**config.mk**
```make
export PLATFORM = sky130hd
export DESIGN_NAME = round_controller
export DESIGN_NICKNAME = d
export VERILOG_FILES = /design/src/rtl/game_pkg.sv /design/src/rtl/ms_tick_gen.sv /design/src/rtl/round_controller.sv
export SDC_FILE = /design/constraint.sdc
export NUM_CORES = 1
export LEC_CHECK = 0
export ABC_AREA = 1
export CAP_MARGIN = 20
export CORE_AREA = 3 3 93 95
export CTS_BUF_LIST = sky130_fd_sc_hd__clkbuf_16
export DETAILED_ROUTE_END_ITERATION = 16
export DIE_AREA = 0 0 96 98
export DONT_BUFFER_PORTS = 1
export SYNTH_ARGS = -nofsm -noshare
export SYNTH_HDL_FRONTEND = slang
export SYNTH_SLANG_ARGS = --single-unit
```
**constraint.sdc**
```tcl
create_clock -name CLOCK_50 -period 1.8 [get_ports CLOCK_50]
set_input_delay 0.18 -clock CLOCK_50 [delete_from_list [all_inputs] [get_ports CLOCK_50]]
set_output_delay 0.18 -clock CLOCK_50 [all_outputs]
set_load 0.05 [all_outputs]
```
**src/rtl/game_pkg.sv**
```systemverilog
// Shared types and constants for the reaction-game round controller.
package game_pkg;

    localparam int BOX_W   = 2;
    localparam int SCORE_W = 8;

    typedef enum logic [2:0] {
        ST_IDLE,
        ST_SAMPLE,
        ST_SHOW,
        ST_GAP,
        ST_FIN
    } state_t;

    // Increment that sticks at all-ones instead of wrapping.
    function automatic logic [SCORE_W-1:0] sat_inc(input logic [SCORE_W-1:0] v);
        return (v == '1) ? v : v + SCORE_W'(1);
    endfunction

endpackage

```
**src/rtl/ms_tick_gen.sv**
```systemverilog
// Free-running millisecond prescaler: one-cycle tick every TICK_DIV clocks.
module ms_tick_gen #(
    parameter int TICK_DIV = 50000
) (
    input  logic CLOCK_50,
    input  logic resetn,
    output logic tick
);

    localparam int CW = (TICK_DIV > 1) ? $clog2(TICK_DIV) : 1;
    localparam logic [CW-1:0] LAST = CW'(TICK_DIV - 1);

    logic [CW-1:0] r_cnt;

    // Count 0..TICK_DIV-1 and wrap; runs regardless of game state.
    always_ff @(posedge CLOCK_50 or negedge resetn) begin
        if (!resetn) begin
            r_cnt <= '0;
        end else if (r_cnt == LAST) begin
            r_cnt <= '0;
        end else begin
            r_cnt <= r_cnt + CW'(1);
        end
    end

    assign tick = (r_cnt == LAST);

endmodule

```
**src/rtl/round_controller.sv**
```systemverilog
// Round controller for the whack-a-box game: lights a random box per round,
// scores correct hits, counts timeouts as misses.
// Build option: ROUND_NO_REPEAT_EN rejects a new target equal to the previous
// one (up to 3 resamples, then forces previous+1).
//
// state     | meaning
// ----------+-------------------------------------------------
// ST_IDLE   | waiting for start, busy low
// ST_SAMPLE | latch box_in as the new target, bump round count
// ST_SHOW   | target lit, waiting for a hit or SHOW_MS ticks
// ST_GAP    | target dark for GAP_MS ticks
// ST_FIN    | one-cycle done pulse, then back to idle
module round_controller
    import game_pkg::*;
#(
    parameter int TICK_DIV = 50000,
    parameter int SHOW_MS  = 1000,
    parameter int GAP_MS   = 300,
    parameter int ROUNDS   = 20
) (
    input  logic               CLOCK_50,
    input  logic               resetn,
    input  logic               start,
    input  logic [BOX_W-1:0]   box_in,
    input  logic               hit_valid,
    input  logic [BOX_W-1:0]   hit_box,
    output logic [BOX_W-1:0]   target,
    output logic               target_valid,
    output logic [SCORE_W-1:0] score,
    output logic [SCORE_W-1:0] misses,
    output logic               busy,
    output logic               done
);

    localparam int MS_MAX = (SHOW_MS > GAP_MS) ? SHOW_MS : GAP_MS;
    localparam int MS_W   = $clog2(MS_MAX + 1);
    localparam logic [MS_W-1:0] SHOW_LAST = MS_W'(SHOW_MS - 1);
    localparam logic [MS_W-1:0] GAP_LAST  = MS_W'(GAP_MS - 1);
    localparam logic [7:0]      ROUNDS_C  = 8'(ROUNDS);

    state_t            r_state;
    logic [7:0]        r_round;
    logic [MS_W-1:0]   r_ms;
    logic [1:0]        r_sync;
    logic              w_run;
    logic              w_tick;
    logic              w_hit;
    logic              w_retry;
    logic [BOX_W-1:0]  w_box;

    ms_tick_gen #(.TICK_DIV(TICK_DIV)) u_tick (
        .CLOCK_50 (CLOCK_50),
        .resetn   (resetn),
        .tick     (w_tick)
    );

    // Reset asserts asynchronously but the FSM only starts moving two edges
    // after release, so a release near an edge cannot split the state bits.
    always_ff @(posedge CLOCK_50 or negedge resetn) begin
        if (!resetn) begin
            r_sync <= 2'b00;
        end else begin
            r_sync <= {r_sync[0], 1'b1};
        end
    end

    assign w_run = r_sync[1];
    assign w_hit = hit_valid && (hit_box == target);

`ifdef ROUND_NO_REPEAT_EN
    logic [1:0] r_retry;
    logic       w_repeat;

    // target still holds the previous round's box while in SAMPLE.
    assign w_repeat = (r_round != '0) && (box_in == target);
    assign w_retry  = w_repeat && (r_retry != 2'd3);
    assign w_box    = w_repeat ? target + BOX_W'(1) : box_in;

    // Resample counter, cleared whenever a target is accepted.
    always_ff @(posedge CLOCK_50 or negedge resetn) begin
        if (!resetn) begin
            r_retry <= 2'd0;
        end else if (w_run && r_state == ST_SAMPLE) begin
            r_retry <= w_retry ? r_retry + 2'd1 : 2'd0;
        end
    end
`else
    assign w_retry = 1'b0;
    assign w_box   = box_in;
`endif

    // Game sequencing with all outputs registered.
    always_ff @(posedge CLOCK_50 or negedge resetn) begin
        if (!resetn) begin
            r_state      <= ST_IDLE;
            target       <= '0;
            target_valid <= 1'b0;
            score        <= '0;
            misses       <= '0;
            busy         <= 1'b0;
            done         <= 1'b0;
            r_round      <= '0;
            r_ms         <= '0;
        end else if (w_run) begin
            done <= 1'b0;
            case (r_state)
                ST_IDLE: begin
                    if (start) begin
                        score   <= '0;
                        misses  <= '0;
                        r_round <= '0;
                        r_ms    <= '0;
                        busy    <= 1'b1;
                        r_state <= ST_SAMPLE;
                    end
                end
                ST_SAMPLE: begin
                    if (!w_retry) begin
                        target       <= w_box;
                        target_valid <= 1'b1;
                        r_round      <= r_round + 8'd1;
                        r_ms         <= '0;
                        r_state      <= ST_SHOW;
                    end
                end
                ST_SHOW: begin
                    // A correct hit wins over a timeout landing on the same cycle.
                    if (w_hit) begin
                        score        <= sat_inc(score);
                        target_valid <= 1'b0;
                        r_ms         <= '0;
                        r_state      <= ST_GAP;
                    end else if (w_tick) begin
                        if (r_ms == SHOW_LAST) begin
                            misses       <= sat_inc(misses);
                            target_valid <= 1'b0;
                            r_ms         <= '0;
                            r_state      <= ST_GAP;
                        end else begin
                            r_ms <= r_ms + MS_W'(1);
                        end
                    end
                end
                ST_GAP: begin
                    if (w_tick) begin
                        if (r_ms == GAP_LAST) begin
                            r_ms <= '0;
                            if (r_round == ROUNDS_C) begin
                                done    <= 1'b1;
                                r_state <= ST_FIN;
                            end else begin
                                r_state <= ST_SAMPLE;
                            end
                        end else begin
                            r_ms <= r_ms + MS_W'(1);
                        end
                    end
                end
                ST_FIN: begin
                    busy    <= 1'b0;
                    r_state <= ST_IDLE;
                end
                default: begin
                    busy         <= 1'b0;
                    target_valid <= 1'b0;
                    r_state      <= ST_IDLE;
                end
            endcase
        end
    end

endmodule

```
### After elaboration in Yosys (flattened, before gate mapping)

Cells that the tools add are included.

* latch bits: 0
* output and inout port bits: 21
* memory bits (writable): 0
* bits of input ports: 8
* bits in read-only memories: 0
* logic and storage cells: 91
* register bits after elaboration: 60
* memories: 0

* bitwise gates (word level): 2
* $mul: 0
* $lt $le $gt $ge: 0
* shift operators: 0
* muxes and demuxes: 36
* reduce and logical (&&, ||, !) cells: 15
* div/mod/pow operators: 0
* equal/unequal tests: 22
* $add $sub $neg: 5

Operators by type and width (count)
* 10-bit 2-to-1 mux: 6
* 8-bit 2-to-1 mux: 7
* 8-bit case mux with 2 select lines: 3
* 10-bit case mux with 4 select lines: 1
* 8-bit by 1-bit adder with 8-bit output, second input constant: 3
* 3-bit 2-to-1 mux: 7
* 16-bit by 1-bit adder with 16-bit output, second input constant: 1
* 16-bit == test, second input constant: 1
* 8-bit == test, second input constant: 2
* 16-bit 2-to-1 mux: 1
* 2-bit inequality test, second input constant: 7
* 3-bit case mux with 4 select lines: 1
* 10-bit by 1-bit adder with 10-bit output, second input constant: 1
* 10-bit == test, second input constant: 1
* 10-bit by 9-bit == test with 1-bit output, second input constant: 1
* 5-bit AND reduction: 2
* 8-bit by 5-bit == test with 1-bit output, second input constant: 1
* 1-bit 2-to-1 mux: 8
* 7-bit AND reduction: 1
* 3-bit by 2-bit == test with 1-bit output, second input constant: 2
* 3-bit AND reduction: 2
* 6-bit AND reduction: 1
* 3-bit OR reduction: 2
* 2-bit by 1-bit inequality test with 1-bit output, second input constant: 2
* other kinds (14): 16

### Depth between registers and ports, before layout

Gate-level depths: netlist (run 1).

* depth in word-level cells: 6
* gate-level depth with buffers: 11

### By module

Synthesis (run 1) repeated with hierarchy kept, for this count alone.

* cells, all modules: 499
* area, all modules: 3772.4 µm²

By module, submodules not included
* round_controller: area each 2895.3 µm², cells each 378, instances 1
* ms_tick_gen: area each 877.1 µm², cells each 121, instances 1

### Worst setup path before layout (run 1)

No wires, ideal clock.

* path kind: reg2reg
* start point: reg score[0]
* end point: reg score[4]
* buffers on the path: 1
* period minus slack after synthesis: 1.810 ns
* library setup time: 0.074 ns
* cell stages (with the launch flop): 9
* required time: 1.726 ns
* arrival time: 1.736 ns
* setup slack: -0.010 ns
* cell sequence: dfrtp_1 -> ha_1 -> nand4_1 -> nor2_1 -> nand4_1 -> nand3_2 -> buf_6 -> nand2_1 -> o21ai_2

* cells in the longest elaborated chain, start to end: 4

Ends and longest elaborated chain
* start: declaration: RTL line round_controller.sv:29 `output logic [SCORE_W-1:0] score,`
* start signal: assignment: RTL line round_controller.sv:129 `score <= sat_inc(score);`
* 8-bit by 1-bit adder with 8-bit output: RTL line game_pkg.sv:17 `return (v == '1) ? v : v + SCORE_W'(1);`
* 8-bit 2-to-1 mux: RTL line game_pkg.sv:17
* 8-bit 2-to-1 mux: RTL line round_controller.sv:128 `if (w_hit) begin`
* 8-bit case mux with 2 select lines: RTL line round_controller.sv:106 `case (r_state)`

Several ways; a longest one is shown, not always the timed one. The select of a mux whose other input is x is not followed.
A chain may end at the register's enable or synchronous reset.

### Worst setup path after layout (run 1)

* start point: reg u_tick.r_cnt[0]
* end point: reg r_state[1]

* cells in the longest elaborated chain, start to end: 3

Ends and longest elaborated chain
* start: declaration: RTL line ms_tick_gen.sv:13 `logic [CW-1:0] r_cnt;`
* start signal: assignment: RTL line ms_tick_gen.sv:22 `r_cnt <= r_cnt + CW'(1);`
* 16-bit == test *: RTL line ms_tick_gen.sv:26 `assign tick = (r_cnt == LAST);`
* 3-bit by 2-bit inequality test with 1-bit output (no line) or 2-bit by 1-bit inequality test with 1-bit output (tied branches)
* 6-bit AND reduction (no line) *
* end signal: assignment: RTL line round_controller.sv:95 `r_state <= ST_IDLE;`
* end signal: assignment: RTL line round_controller.sv:114 `r_state <= ST_SAMPLE;`
* end signal: assignment: RTL line round_controller.sv:123 `r_state <= ST_SHOW;`
* end: declaration: RTL line round_controller.sv:41 `state_t r_state;`

Mark *: on every way between the ends. The rest lies on a longest branch, timed or not.

==> results of run 1 <==
## metrics by stage
stage	util (%)	instance area, um2	power [mW]
2_1_floorplan	-	3610	3.07
3_3_place_gp	49.4	3860	3.41
3_5_place_dp	49.4	3860	3.43
4_1_cts	54.3	4240	5.32
5_1_grt	55.3	4320	5.68
6_report	55.3	4320	5.36
## layout make-up
type	instances	area [um2]	area share, %
inverters	59	224	5.19
multi-input cells	358	1890	43.7
well taps	102	128	2.96
clock inverters	7	82.6	1.91
clock buffers	9	225	5.22
repair buffers	30	265	6.14
flip-flops and latches	60	1500	34.8
## critical path: stages (launching register included)
cell,delay (ns)
dfrtp_1,0.38
ha_2,0.24
nand3_4,0.12
nor2_4,0.15
nand2_4,0.10
nand3_2,0.10
nand2_4,0.12
nor2_1,0.20
nand3_1,0.10
nand2_1,0.07
## cell usage in the layout (no fill, tap or decap), types with 5 or more instances in the layout
| master | n |
|---|---|
| nor2_2 | 7 |
| buf_4 | 25 |
| nand3_1 | 53 |
| o21ai_2 | 7 |
| nand2_4 | 5 |
| nor2_1 | 46 |
| dfrtp_1 | 58 |
| xor2_1 | 9 |
| nand3_2 | 5 |
| o21ai_0 | 31 |
| inv_1 | 55 |
| nand4_1 | 8 |
| nand2_1 | 125 |
| clkbuf_16 | 9 |
| a21oi_1 | 13 |
| nor3_1 | 10 |
| nor2_4 | 5 |
## cell families (layout without fill, tap and decap cells)
logic type | Yosys count | in the layout
adders and majority gates | 6 | 6
and+or+nand+nor | 277 | 280
buffers and inverters | 69 | 105
DFF | 60 | 60
other | 1 | 1
xor gates and xnor gates | 11 | 11
AOI/OAI and AO/OA | 60 | 60
## sequential cells by signal, indices dropped and copies added, names as in the netlist
signal,flops
misses,8
r_sync,2
target_valid,1
r_state,3
r_round,8
r_ms,10
u_tick.r_cnt,16
score,8
target,2
busy,1
done,1
## path summary, 6_finish.rpt
path                                          endpoint                      start  depth (start not counted)
worst max-delay path            r_state[1]$_DFFE_PN0P_  u_tick.r_cnt[0]$_DFF_PN0_                          9
worst min-delay path                  busy$_DFFE_PN0P_                      start                          4
worst max register to register  r_state[1]$_DFFE_PN0P_  u_tick.r_cnt[0]$_DFF_PN0_                          9
worst min register to register     r_sync[1]$_DFF_PN0_        r_sync[0]$_DFF_PN0_                          0
max in group asynchronous         score[0]$_DFFE_PN0P_                     resetn                          2
min in group asynchronous         score[4]$_DFFE_PN0P_                     resetn                          2
## what timing repair did
action,CTS,global route
pin swaps,1,3
gates resized for setup,1,14
cloned,1,2
endpoints found under the hold margin,62,0
endpoints found under the setup margin,1,22
setup buffers,0,1
hold buffers,4,0
## layer usage
metal / vias to the layer above / global-route usage, % / wire [um]
li1: 1639 / - / -
met1: 1482 / 23.8 / 3880
met2: 61 / 28.1 / 3860
met3: 8 / 5.08 / 359
met4: 0 / 5.14 / 98
met5: - / 0 / 0
## power groups by stage
stage | combinational, mW | sequential [mW] | clock (mW)
floorplan | 1.09 | 1.98 | 0
global placement | 1.62 | 1.80 | 0
detailed placement | 1.62 | 1.81 | 0
CTS | 1.70 | 1.78 | 1.84
global route | 1.99 | 1.82 | 1.88
finish | 1.77 | 1.79 | 1.80
==> summary.md, run 1 <==
| Metric | Value |
|---|---|
| Crit-path max FO | `11` |
| Status | `finished, final reports clean` |
| Area Growth Syn to Fin | `19.7%` |
| H-tree depth | `3` |
| Max Fclk | `0.608 GHz` |
| Post-synthesis simple-gate area fraction | `35.8%` |
| Clock power frac | `33.5%` |
| TNS Setup | `0 ns` |
| CTS tree | `yes` |
| Grt total ovfl | `0` |
| CORE AREA | `0.00781 mm2` |
| Post-synthesis adder-cell area fraction | `2.08%` |
| Die area | `0.00941 mm2` |
| Clk Latency, worst-skew pair | `0.33 ns` |
| YS warnings | `0` |
| Leading area contributor after synthesis | `dfrtp_1` |
| RSZ-0062 raised after global routing | `false` |
| Crit. End Element | `flop` |
| Worst hold slack | `0.287 ns` |
| PD cells | `1240 mW/mm2` |
| Worst-margin pin slew | `0.500 ns` |
| Sw Share | `38.6%` |
| Synth top area share | `41.6%` |
| P_leak | `2.09 nW` |
| Area contributors post-synth | `dfrtp_1 42%, nand2_1 13%, nand3_1 7.4%, inv_1 5.6%, nor2_1 5.0%` |
| Detailed Route Iter0 Violations | `160` |
| DR vias/cell | `5.10` |
| Mux share of post-synthesis cell area | `0%` |
| Final wirelength | `8200 um` |
| Clock Path Buffers | `2` |
| Top-level I/O count | `29` |
| FF+latch count, synth | `60` |
| Startpoint types | `flop` |
| Worst-path clk slew | `0.05 ns` |
| Synthesized instance count | `484` |
| Final net count | `532` |
| Remaining DRCs | `0` |
| Count leader, synth | `nand2_1` |
| Async set-or-reset flop fraction in the synthesized netlist | `100%` |
| Cts bufs inserted | `9` |
| Compound-Gate Fraction of Synth Area | `9.43%` |
| CP arrival | `1.91 ns` |
| Initial antenna violation count | `0` |
| Syn Std Cell Area | `0.00361 mm2` |
| Crit share post-route | `91.3%` |
| Internal power | `3.29 mW` |
| Worst EP required | `2.06 ns` |
| Top post-synthesis cells by count | `127 x nand2_1, 60 x dfrtp_1, 54 x inv_1` |
| RD Place Congestion | `0.902` |
| Post-synthesis cell type count | `38` |
| Total global-route track usage | `17.8%` |
| Die width | `96 um` |
| Critical path class | `flop to flop` |
| Number of enable flip-flop cells after synthesis | `0` |
| Initial Util | `46.2%` |
| CTS sink cnt | `60` |
| Share of total power in combinational logic | `33.1%` |
| Fin. max-slew vios | `0` |
| Register area share after synthesis | `41.6%` |
| Reg2Reg Setup Slack | `0.16 ns` |
| Vias in the first global route | `2933` |
| Average cell area after synthesis | `7.45 um2` |
| Synth Area in XOR/XNOR | `2.67%` |
| Final Worst Setup Slack | `0.156 ns` |
| First-pass GRT wire length | `13400 um` |
| CTS root buf | `clkbuf_16` |
| Post-route ant nets | `0` |
| Largest net degree at the start of global routing | `61` |
| Share of cells above drive strength 1 | `17.2%` |
| Drt wl/cell | `13.1 um` |
| Main combinational cell family by area after synthesis | `simple AND/OR/NAND/NOR gates` |
| Final worst clock skew | `0.00672 ns` |
| Antenna fix cells | `0` |
| Syn nets | `498` |
| Hold Vio Cnt, Final | `0` |
| Switch Pwr | `2.07 mW` |
| Fill cells | `734` |
| Setup violators final | `0` |
| Post-DP HPWL | `5610 um` |
| Tmin final | `1.64 ns` |
| HP Class | `input pin to flop` |
| PortBufs | `0` |
| Post-Layout Cell Count | `625` |
| Placed cells | `601` |
| DRT Pass-1 Iters | `5` |
| Max IR drop VDD | `0.000978 V` |
| Die height | `98 um` |
| Max-slew headroom | `66.6%` |
| Pre-CTS WS | `0.0204 ns` |
| Vias | `3190` |
| Reg power frac | `33.4%` |
| Maxcap violations | `0` |
| Ys flop type | `dfrtp_1` |
| Rows | `32` |
No activity file was read; power rests on OpenSTA's default activity.
==> run 2: changes to the inputs <==
Settings changed: GPL_ROUTABILITY_DRIVEN from default to 0.
==> results of run 2 <==
Same layout as run 1: the final DEF is identical, and so are final timing and power.
==> run 3: changes to the inputs <==
Settings changed: CAP_MARGIN 20 to default, CORE_AREA 3 3 93 95 to 3 3 95 97, DIE_AREA 0 0 96 98 to 0 0 98 100, SYNTH_HIERARCHICAL from default to 1.
==> run 3 against run 2 <==
  * Cell area increased by 6.2%
  * Sequential share of layout area decreased by 2.0 points
  * First-iteration DRC count decreased by 28%
  * Critical endpoint is now misses[2]$_DFFE_PN0P_
  * Clock skew increased by 0.0016 ns
  * Sequential cell count unchanged
  * Die area increased by 4.2%
==> summary.md, run 3 <==
| Metric | Value |
|---|---|
| Final net count | `559 (was 532)` |
| PD cells | `1180 mW/mm2 (was 1240 mW/mm2)` |
| Max IR drop VDD | `0.000960 V (was 0.000978 V)` |
| Setup violators final | `0 (unchanged)` |
| Die height | `100 um (was 98 um)` |
| Fill cells | `749 (was 734)` |
| PortBufs | `0 (unchanged)` |
| Max Fclk | `0.585 GHz (was 0.608 GHz)` |
| Syn nets | `513 (was 498)` |
| Drt wl/cell | `13.3 um (was 13.1 um)` |
| Hold Vio Cnt, Final | `0 (unchanged)` |
| Rows | `33 (was 32)` |
| Clk Latency, worst-skew pair | `0.33 ns (about the same)` |
| YS warnings | `6 (was 0)` |
| Ys flop type | `dfrtp_1 (unchanged)` |
| Crit. End Element | `flop (unchanged)` |
| Clock Path Buffers | `2 (unchanged)` |
| Area contributors post-synth | `dfrtp_1 40%, nand2_1 14%, nand3_1 6.5%, inv_1 5.7%, o21ai_2 4.6% (was dfrtp_1 42%, nand2_1 13%, nand3_1 7.4%, inv_1 5.6%, nor2_1 5.0%)` |
| Placed cells | `626 (was 601)` |
| Grt total ovfl | `0 (unchanged)` |
| Post-DP HPWL | `5970 um (was 5610 um)` |
| Fin util | `55.8% (was 55.3%)` |
| Final worst clock skew | `0.00828 ns (was 0.00672 ns)` |
| Worst-path clk slew | `0.06 ns (was 0.05 ns)` |
| Synth top area share | `39.8% (was 41.6%)` |
| Crit-path max FO | `8 (was 11)` |
| CTS sink cnt | `60 (unchanged)` |
| HP Class | `input pin to flop (unchanged)` |
| P_leak | `2.27 nW (was 2.09 nW)` |
| Leading area contributor after synthesis | `dfrtp_1 (unchanged)` |
| Vias | `3280 (was 3190)` |
| CTS tree | `yes (unchanged)` |
| Max FFs per register | `16 (unchanged)` |
| Pre-CTS WS | `0.0310 ns (was 0.0204 ns)` |
| Post-Layout Cell Count | `655 (was 625)` |
| Largest net degree at the start of global routing | `61 (unchanged)` |
| Top flop regs | `u_tick/r_cnt x16, r_ms x10 (was u_tick.r_cnt x16, r_ms x10)` |
| Initial Util | `45.9% (was 46.2%)` |
| CP arrival | `1.93 ns (was 1.91 ns)` |
| Crit share post-route | `95.0% (was 91.3%)` |
| Post-synthesis cell type count | `42 (was 38)` |
| Detailed Route Iter0 Violations | `115 (was 160)` |
| Post-route ant nets | `0 (unchanged)` |
| First-pass GRT wire length | `14400 um (was 13400 um)` |
| H-tree depth | `3 (unchanged)` |
| Status | `finished, final reports clean (unchanged)` |
| DR vias/cell | `5.01 (was 5.10)` |
| Antenna fix cells | `0 (unchanged)` |
| FF+latch count, synth | `60 (unchanged)` |
| Worst-margin pin slew | `0.505 ns (was 0.500 ns)` |
| Count leader, synth | `nand2_1 (unchanged)` |
| Vias in the first global route | `3139 (was 2933)` |
| Largest register by flop count | `u_tick/r_cnt (was u_tick.r_cnt)` |
| Top-level I/O count | `29 (unchanged)` |
| Most common cell after layout, fill and taps aside | `nand2_1 (unchanged)` |
| Initial antenna violation count | `0 (unchanged)` |
| Cts bufs inserted | `9 (unchanged)` |
| Area Growth Syn to Fin | `21.6% (was 19.7%)` |
| Tmin final | `1.71 ns (was 1.64 ns)` |
| Die width | `98 um (was 96 um)` |
| Share of cells above drive strength 1 | `25.6% (was 17.2%)` |
| Fin. max-slew vios | `0 (unchanged)` |
| CORE AREA | `0.00822 mm2 (was 0.00781 mm2)` |
| Die area | `0.00980 mm2 (was 0.00941 mm2)` |
| RSZ-0062 raised after global routing | `true (was false)` |
| Startpoint types | `flop (unchanged)` |
| Max-slew headroom | `66.3% (was 66.6%)` |
| Final wirelength | `8720 um (was 8200 um)` |
| Final Worst Setup Slack | `0.0909 ns (was 0.156 ns)` |
| Average cell area after synthesis | `7.56 um2 (was 7.45 um2)` |
| DRT Pass-1 Iters | `4 (was 5)` |
| Async set-or-reset flop fraction in the synthesized netlist | `100% (unchanged)` |
| Most frequent cells in the layout | `137 x nand2_1, 57 x inv_1, 56 x dfrtp_1 (was 125 x nand2_1, 58 x dfrtp_1, 55 x inv_1)` |
| Worst EP required | `2.02 ns (was 2.06 ns)` |
| Maxcap violations | `0 (unchanged)` |
| Total global-route track usage | `18.3% (was 17.8%)` |
| Critical path class | `flop to flop (unchanged)` |
| Number of enable flip-flop cells after synthesis | `0 (unchanged)` |
| Synthesized instance count | `499 (was 484)` |
| Syn Std Cell Area | `0.00377 mm2 (was 0.00361 mm2)` |
| Top post-synthesis cells by count | `139 x nand2_1, 60 x dfrtp_1, 57 x inv_1 (was 127 x nand2_1, 60 x dfrtp_1, 54 x inv_1)` |
| Remaining DRCs | `0 (unchanged)` |
| Register area share after synthesis | `39.8% (was 41.6%)` |
| CTS root buf | `clkbuf_16 (unchanged)` |
[run 3: cell count changes after synthesis, moves of 3 or more]
cell	delta
o21ai_0	-16
nand2_2	+13
o21ai_2	+13
nand2_1	+12
a21oi_1	-9
inv_2	+4
nand3_1	-4
nand3b_1	+4
nor3_1	-4
or2_2	+4
inv_1	+3
nand3_2	-3
nor3b_1	-3
[run 3: final timing paths]
kind / slack, ns / cells past startpoint / startpoint / end
setup / recovery: 0.09 / 8 / r_ms[1]$_DFFE_PN0P_ / misses[2]$_DFFE_PN0P_
hold / removal: 0.18 / 2 / start / busy$_DFFE_PN0P_
setup reg to reg: 0.09 / 8 / r_ms[1]$_DFFE_PN0P_ / misses[2]$_DFFE_PN0P_
hold reg to reg: 0.35 / 0 / r_sync[0]$_DFF_PN0_ / r_sync[1]$_DFF_PN0_
max in group asynchronous: 1.13 / 2 / resetn / misses[0]$_DFFE_PN0P_
min in group asynchronous: 0.41 / 2 / resetn / score[4]$_DFFE_PN0P_
[run 3: worst max-delay path, stage by stage, from the launching register on]
cell and delay, ns:
dfrtp_1 0.40, ha_2 0.21, inv_1 0.07, nor2_2 0.13, nand4_4 0.16, a21oi_4 0.28, nand3_4 0.19, nand2_1 0.12
o21ai_2 0.05
[run 3: stage by stage]
| stage | TNS (ns) | hold slack (ns) | total power, mW | area [um2] |
|---|---|---|---|---|
| 2_1_floorplan | 0 | -0.116 | 3.12 | 3780 |
| 3_3_place_gp | 0 | -0.113 | 3.45 | 4070 |
| 3_5_place_dp | 0 | -0.114 | 3.49 | 4070 |
| 4_1_cts | 0 | 0.170 | 5.36 | 4430 |
| 5_1_grt | -0.0565 | 0.230 | 5.76 | 4590 |
| 6_report | 0 | 0.178 | 5.43 | 4590 |
[run 3: layout make-up]
cell class	count	area, um2	share of cell area [%]
inverters	70	275	6.00
well taps	105	131	2.86
clock inverters	7	83.8	1.83
multi-input cells	363	2020	44.1
flip-flops and latches	60	1510	32.9
repair buffers	41	343	7.48
clock buffers	9	225	4.91
[run 3: power by group]
part	leakage, nW	total [mW]	switching (mW)	internal [mW]
Sequential	0.795	1.79	0.251	1.54
Clock	0.155	1.80	0.603	1.19
Combinational	1.32	1.85	1.29	0.559
Total	2.27	5.43	2.14	3.29
[run 3: metal layers]
metal	global-route usage (%)	up-vias	wire, um
li1	-	1686	-
met1	23.4	1538	3970
met2	30.4	52	4350
met3	3.82	4	339
met4	7.35	0	61
met5	0	-	0
[run 3: kinds of logic (layout without fill, tap and decap cells)]
group           Yosys count  in the layout  share of synthesized area (%)
compound gates           48             48                           9.02
xor+xnor                 10             10                           2.32
fa+ha+maj                 6              6                           1.99
buf+inv                  78            127                           8.92
flops                    60             60                           39.8
other cells               1              1                         0.0994
simple gates            296            298                           37.8
[run 3: timing repair]
item	CTS	global route
endpoints found under the hold margin	62	0
endpoints found under the setup margin	0	27
buffers inserted	0	7
gates resized for setup	0	21
hold buffers	4	0
